**src/rtl/fila_pedidos.sv**
```systemverilog
// fila_pedidos: debounced order queue that launches coffee brews and counts completed ones
module fila_pedidos #(
    parameter int DEBOUNCE_CYCLES = 4,
    parameter int MAX_PEDIDOS     = 7,
    parameter int TIMEOUT_CYCLES  = 16
) (
    input  logic       clk,
    input  logic       rst_n,
    input  logic       botao,
    input  logic       cancelar,
    input  logic [3:0] state,
    output logic       start,
    output logic [2:0] pendentes,
    output logic       cheio,
    output logic [7:0] servidos,
    output logic       erro_timeout
);
    localparam int DW = $clog2(DEBOUNCE_CYCLES + 1);
    localparam int TW = $clog2(TIMEOUT_CYCLES + 1);
    localparam logic [2:0] MAX = 3'(MAX_PEDIDOS);

    typedef enum logic [1:0] {OCIOSO, DISPARO, AGUARDA_FIM} fsm_t;

    fsm_t          fsm, fsm_nxt;
    logic          sync1, sync2, nivel, nivel_d, pedido, lancar;
    logic          viu_extracao, viu_nxt, erro_nxt;
    logic [DW-1:0] deb_cnt;
    logic [TW-1:0] tmo_cnt, tmo_nxt;
    logic [2:0]    pend_nxt;
    logic [7:0]    serv_nxt;

    always_ff @(posedge clk or negedge rst_n) begin
        if (!rst_n) begin
            sync1   <= 1'b0;
            sync2   <= 1'b0;
            nivel   <= 1'b0;
            nivel_d <= 1'b0;
            deb_cnt <= '0;
        end else begin
            sync1   <= botao;
            sync2   <= sync1;
            nivel_d <= nivel;
            if (sync2 == nivel)
                deb_cnt <= '0;
            else if (deb_cnt == DW'(DEBOUNCE_CYCLES - 1)) begin
                nivel   <= sync2;
                deb_cnt <= '0;
            end else
                deb_cnt <= deb_cnt + 1'b1;
        end
    end

    assign pedido = nivel & ~nivel_d;

    always_comb begin
        fsm_nxt  = fsm;
        tmo_nxt  = tmo_cnt;
        viu_nxt  = viu_extracao;
        erro_nxt = erro_timeout;
        serv_nxt = servidos;
        lancar   = 1'b0;
        case (fsm)
            OCIOSO: begin
                tmo_nxt = '0;
                if (pendentes != 3'd0 && state == 4'd1 && !cancelar)
                    fsm_nxt = DISPARO;
            end
            DISPARO: begin
                tmo_nxt = tmo_cnt + 1'b1;
                // the machine has already started, so state 2 wins over cancelar
                if (state == 4'd2) begin
                    lancar  = 1'b1;
                    fsm_nxt = AGUARDA_FIM;
                end else if (cancelar)
                    fsm_nxt = OCIOSO;
                else if (tmo_nxt == TW'(TIMEOUT_CYCLES)) begin
                    erro_nxt = 1'b1;
                    fsm_nxt  = OCIOSO;
                end
            end
            AGUARDA_FIM: begin
                if (state == 4'd9)
                    viu_nxt = 1'b1;
                if (state == 4'd1) begin
                    fsm_nxt  = OCIOSO;
                    viu_nxt  = 1'b0;
                    serv_nxt = servidos + {7'd0, viu_extracao && servidos != 8'hFF};
                end
            end
            default: fsm_nxt = OCIOSO;
        endcase
        pend_nxt = cancelar                        ? 3'd0 :
                   (pedido && lancar)              ? pendentes :
                   (pedido && pendentes < MAX)     ? pendentes + 3'd1 :
                   lancar                          ? pendentes - 3'd1 : pendentes;
    end

    always_ff @(posedge clk or negedge rst_n) begin
        if (!rst_n) begin
            fsm          <= OCIOSO;
            start        <= 1'b0;
            tmo_cnt      <= '0;
            viu_extracao <= 1'b0;
            erro_timeout <= 1'b0;
            servidos     <= 8'd0;
            pendentes    <= 3'd0;
            cheio        <= 1'b0;
        end else begin
            fsm          <= fsm_nxt;
            start        <= fsm_nxt == DISPARO;
            tmo_cnt      <= tmo_nxt;
            viu_extracao <= viu_nxt;
            erro_timeout <= erro_nxt;
            servidos     <= serv_nxt;
            pendentes    <= pend_nxt;
            cheio        <= pend_nxt == MAX;
        end
    end
endmodule

```
**config.mk**
```make
export PLATFORM = sky130hd
export DESIGN_NAME = fila_pedidos
export DESIGN_NICKNAME = d
export VERILOG_FILES = /design/src/rtl/fila_pedidos.sv
export SDC_FILE = /design/constraint.sdc
export NUM_CORES = 1
export LEC_CHECK = 0
export BUFFER_PORTS_ARGS = -buffer_cell sky130_fd_sc_hd__buf_2
export CELL_PAD_IN_SITES_DETAIL_PLACEMENT = 1
export CELL_PAD_IN_SITES_GLOBAL_PLACEMENT = 2
export CORE_MARGIN = 10
export CORE_UTILIZATION = 32
export CTS_CLUSTER_SIZE = 24
export DETAILED_ROUTE_END_ITERATION = 10
export GPL_TIMING_DRIVEN = 1
export PLACE_DENSITY = 0.81
export SLEW_MARGIN = 10
export SYNTH_ARGS = -nofsm -noshare
export SYNTH_HDL_FRONTEND = slang
export SYNTH_SLANG_ARGS = --single-unit
```
**constraint.sdc**
```tcl
create_clock -name clk -period 1.7 [get_ports clk]
set_input_delay 0.255 -clock clk [delete_from_list [all_inputs] [get_ports clk]]
set_output_delay 0.255 -clock clk [all_outputs]
set_load 0.01 [all_outputs]
```
==> out/metrics.yaml <==
final_layout:
  drive_above_1_share_pct: 36.3
  num_antenna_cells: 0
  final_util_pct: 43.1
  area_growth_pct: 28.0
  finalInstanceArea_um2: 1760
  fin_cells: 210
  final_nets: 174
synthesis:
  synth_cell_types: 34
  synth_edf_count: 0
  synthTopCellsByArea: "dfrtp_1 (53%), ha_1 (6.4%), xnor2_1 (3.8%)"
  synth_fa_ha_area_share_pct: 6.36
  avgSynthCellArea_um2: 11.4
  synth_top_family_by_area: "simple AND/OR/NAND/NOR gates"
  synth_top_cell_by_area: "dfrtp_1"
  netlist_area_um2: 1380
  yosys-top-cells-count: "dfrtp_1 (29), nor2_1 (8), ha_1 (7), nand2_1 (7), xnor2_1 (6)"
  ys_seq_area_share_pct: 52.7
  netlist.area_leader.share_pct: 52.7
  synthArstFlopShare_pct: 100
  synth_xor_area_share_pct: 5.73
  muxShareOfSynthArea_pct: 3.18
  synth-seq-cells: 29
  mappedNetlistNets: 136
  yosysMostFrequentCell: "dfrtp_1"
  synth-simple-area-share_pct: 20.1
  ys.flop_type: "dfrtp_1"
  synth_compound_area_share_pct: 10.5
  syn-instance-count: 121
  synth_warnings: 0
sta:
  drv_slew: 0
  finalHoldViolCount: 0
  max_clock_freq_mhz: 619
  fin_crit_sh_pct: 95.0
  fin_setup_tns_ns: 0
  setup_viol: 0
  tightest_slew_ns: 0.663
  finalCriticalPeriod_ns: 1.61
  rsz0062_at_grt: "false"
  slew_headroom_pct: 55.8
  fin_skew_ns: 0.00364
placed_design:
  dp.cells: 201
  hpwl_um: 2520
  placed_area_um2: 1620
  gp_congestion: 0.738
  portBuffers: 21
drt:
  avgViaCountPerCell: 5.11
  ant_nets: 0
  dr.pass1.iters: 4
  drcViolationCount: 0
  vias: 1074
  wire_per_inst_um: 16.1
  drt_iter0_markers: 75
  drt-total-wl_um: 3390
global_routing:
  antenna_found_initial: 0
  grt_max_degree: 30
  grt_pass1_wl_um: 5910
  gr-total-overflow: 0
  track_usage_pct: 9.80
  grt_pass1_vias: 1242
floorplan:
  die_h_um: 85.6
  core_area_um2: 4090
  placementRows: 23
  die_x_um: 85.6
  dieArea_um2: 7320
  start_util_pct: 33.7
  io_pins: 22
worst_setup_path:
  cp_cell_sequence: "or2b_2, nor2_2, o21ai_0, a22o_1, nor4_2"
  crit_path_end: "cheio"
  cp_slowest_stage_delay_ns: 0.44
  critical_path_arrival_ns: 1.80
  crit_cells: 5
  timing.rr.start: "fsm[1]"
  path_buf_inv: 0
  cp_top_family: "simple AND/OR/NAND/NOR gates"
  critical_path_class: "reg -> reg"
  r2r_slack_ns: 0.09
  startpoint_type: "flip-flop"
  timing.rr.end: "cheio"
  endpoint_kind: "flip-flop"
  worstRegToRegCells: 5
  crit_path_max_fanout: 7
  cp_slowest_cell: "dfrtp_1"
  setup.worst_path.start: "fsm[1]"
  crit_required_ns: 1.88
status:
  status: "finished, final reports clean"
clocking:
  clk_pin_slew_ns: 0.06
  cts_sinks: 29
  tritoncts: "yes"
  clock_latency_ns: 0.28
  numCtsBuffers: 5
  clockBufferDepth: 2
  cts_hold_buf: 0
  cts_root_buffer: "clkbuf_8"
  htreeDepth: 2
power:
  p_int_w: 0.00136
  power_density_nw_per_um2: 1150
  power.switching_w: 0.000668
  netSwitchingFraction_pct: 32.9
  power.total_w: 0.00203
  power.leakage_nw: 0.855
  irDropWorstVdd_v: 0.000556
  pwr-share-seq_pct: 43.4
  comb_power_share_pct: 29.8
  pwr-share-clk_pct: 26.8
job:
  maxCapViolCount: 0
worst_hold_path:
  hold_path.class: "in -> async"
cell usage in the layout, fill, tap and decap left out, types with 2 or more instances in the layout:
cell and instances:
nand2b_1 5, a21oi_1 3, o22ai_1 3, clkinv_2 2
dfrtp_1 29, a21o_1 2, nand3_1 4, nand2_1 6
a22o_1 5, nand4_1 4, nor3_1 3, nor2b_1 4
ha_1 4, mux2_2 3, xor2_1 3, buf_2 21
nor2_1 6, clkbuf_8 5, nor2_2 3, xnor2_1 6
buf_4 13, nor4b_1 3, o21ai_0 3, ha_4 3
cell type report:
type | count | area, um2
Clock inverter | 2 | 10.0
Inverter | 2 | 7.51
Clock buffer | 6 | 72.6
Multi-Input combinational cell | 87 | 681
Fill cell | 488 | 2320
Tap cell | 50 | 62.6
Sequential cell | 29 | 726
Timing Repair Buffer | 34 | 203
how the worst min path moves through the flow:
stage	from	endpoint	cells past startpoint
2_1_floorplan	rst_n	cheio	0
3_3_place_gp	rst_n	tmo_cnt[2]	1
3_5_place_dp	rst_n	tmo_cnt[3]	1
4_1_cts	rst_n	pendentes[1]	1
5_1_grt	rst_n	nivel_d	1
6_report	rst_n	tmo_cnt[3]	1
worst register-to-register path: stages, from the launching register on:
cell and delay (ns):
dfrtp_1 0.44, or2b_2 0.36, nor2_2 0.16, o21ai_0 0.11, a22o_1 0.23, nor4_2 0.23
metal layers:
layer	up-vias	track usage, %	routed length (um)
met1	539	10.7	1460
met3	5	3.31	126
met4	0	3.14	26
li1	512	-	-
met5	-	0	0
met2	18	17.3	1780
sequential cells by signal, indices dropped and copies added (netlist names), 2 cells and up:
register and flops:
deb_cnt 3, fsm 2, pendentes 3, servidos 8, tmo_cnt 5
per-stage QoR:
step | hold slack, ns | setup slack, ns
after floorplan | -0.0406 | 0.0246
after CTS | 0.0315 | 0.00485
after global placement | 0.322 | -0.00535
after detailed placement | 0.330 | -0.0970
after global routing | 0.0674 | 0.00272
final | 0.0105 | 0.0852
logic make-up after synthesis:
group	Yosys count
adders and majority gates	7
buffers and inverters	5
and+or+nand+nor	47
DFF	29
muxes	4
AOI/OAI and AO/OA	20
xor gates and xnor gates	9
power groups by stage:
| stage | Clock, W | Combinational (W) | Sequential, W |
|---|---|---|---|
| 2_1_floorplan | 0 | 0.000315 | 0.000894 |
| 3_3_place_gp | 0 | 0.000493 | 0.000879 |
| 3_5_place_dp | 0 | 0.000528 | 0.000886 |
| 4_1_cts | 0.000562 | 0.000545 | 0.000873 |
| 5_1_grt | 0.000604 | 0.000684 | 0.000902 |
| 6_report | 0.000543 | 0.000605 | 0.000881 |
what timing repair did:
item,4_1_cts,5_1_grt
pin swaps,1,5
endpoints found under the setup margin,1,4
resized for setup,2,7
buffers inserted,0,1
Note: power is estimated with default switching activity, not from simulation.
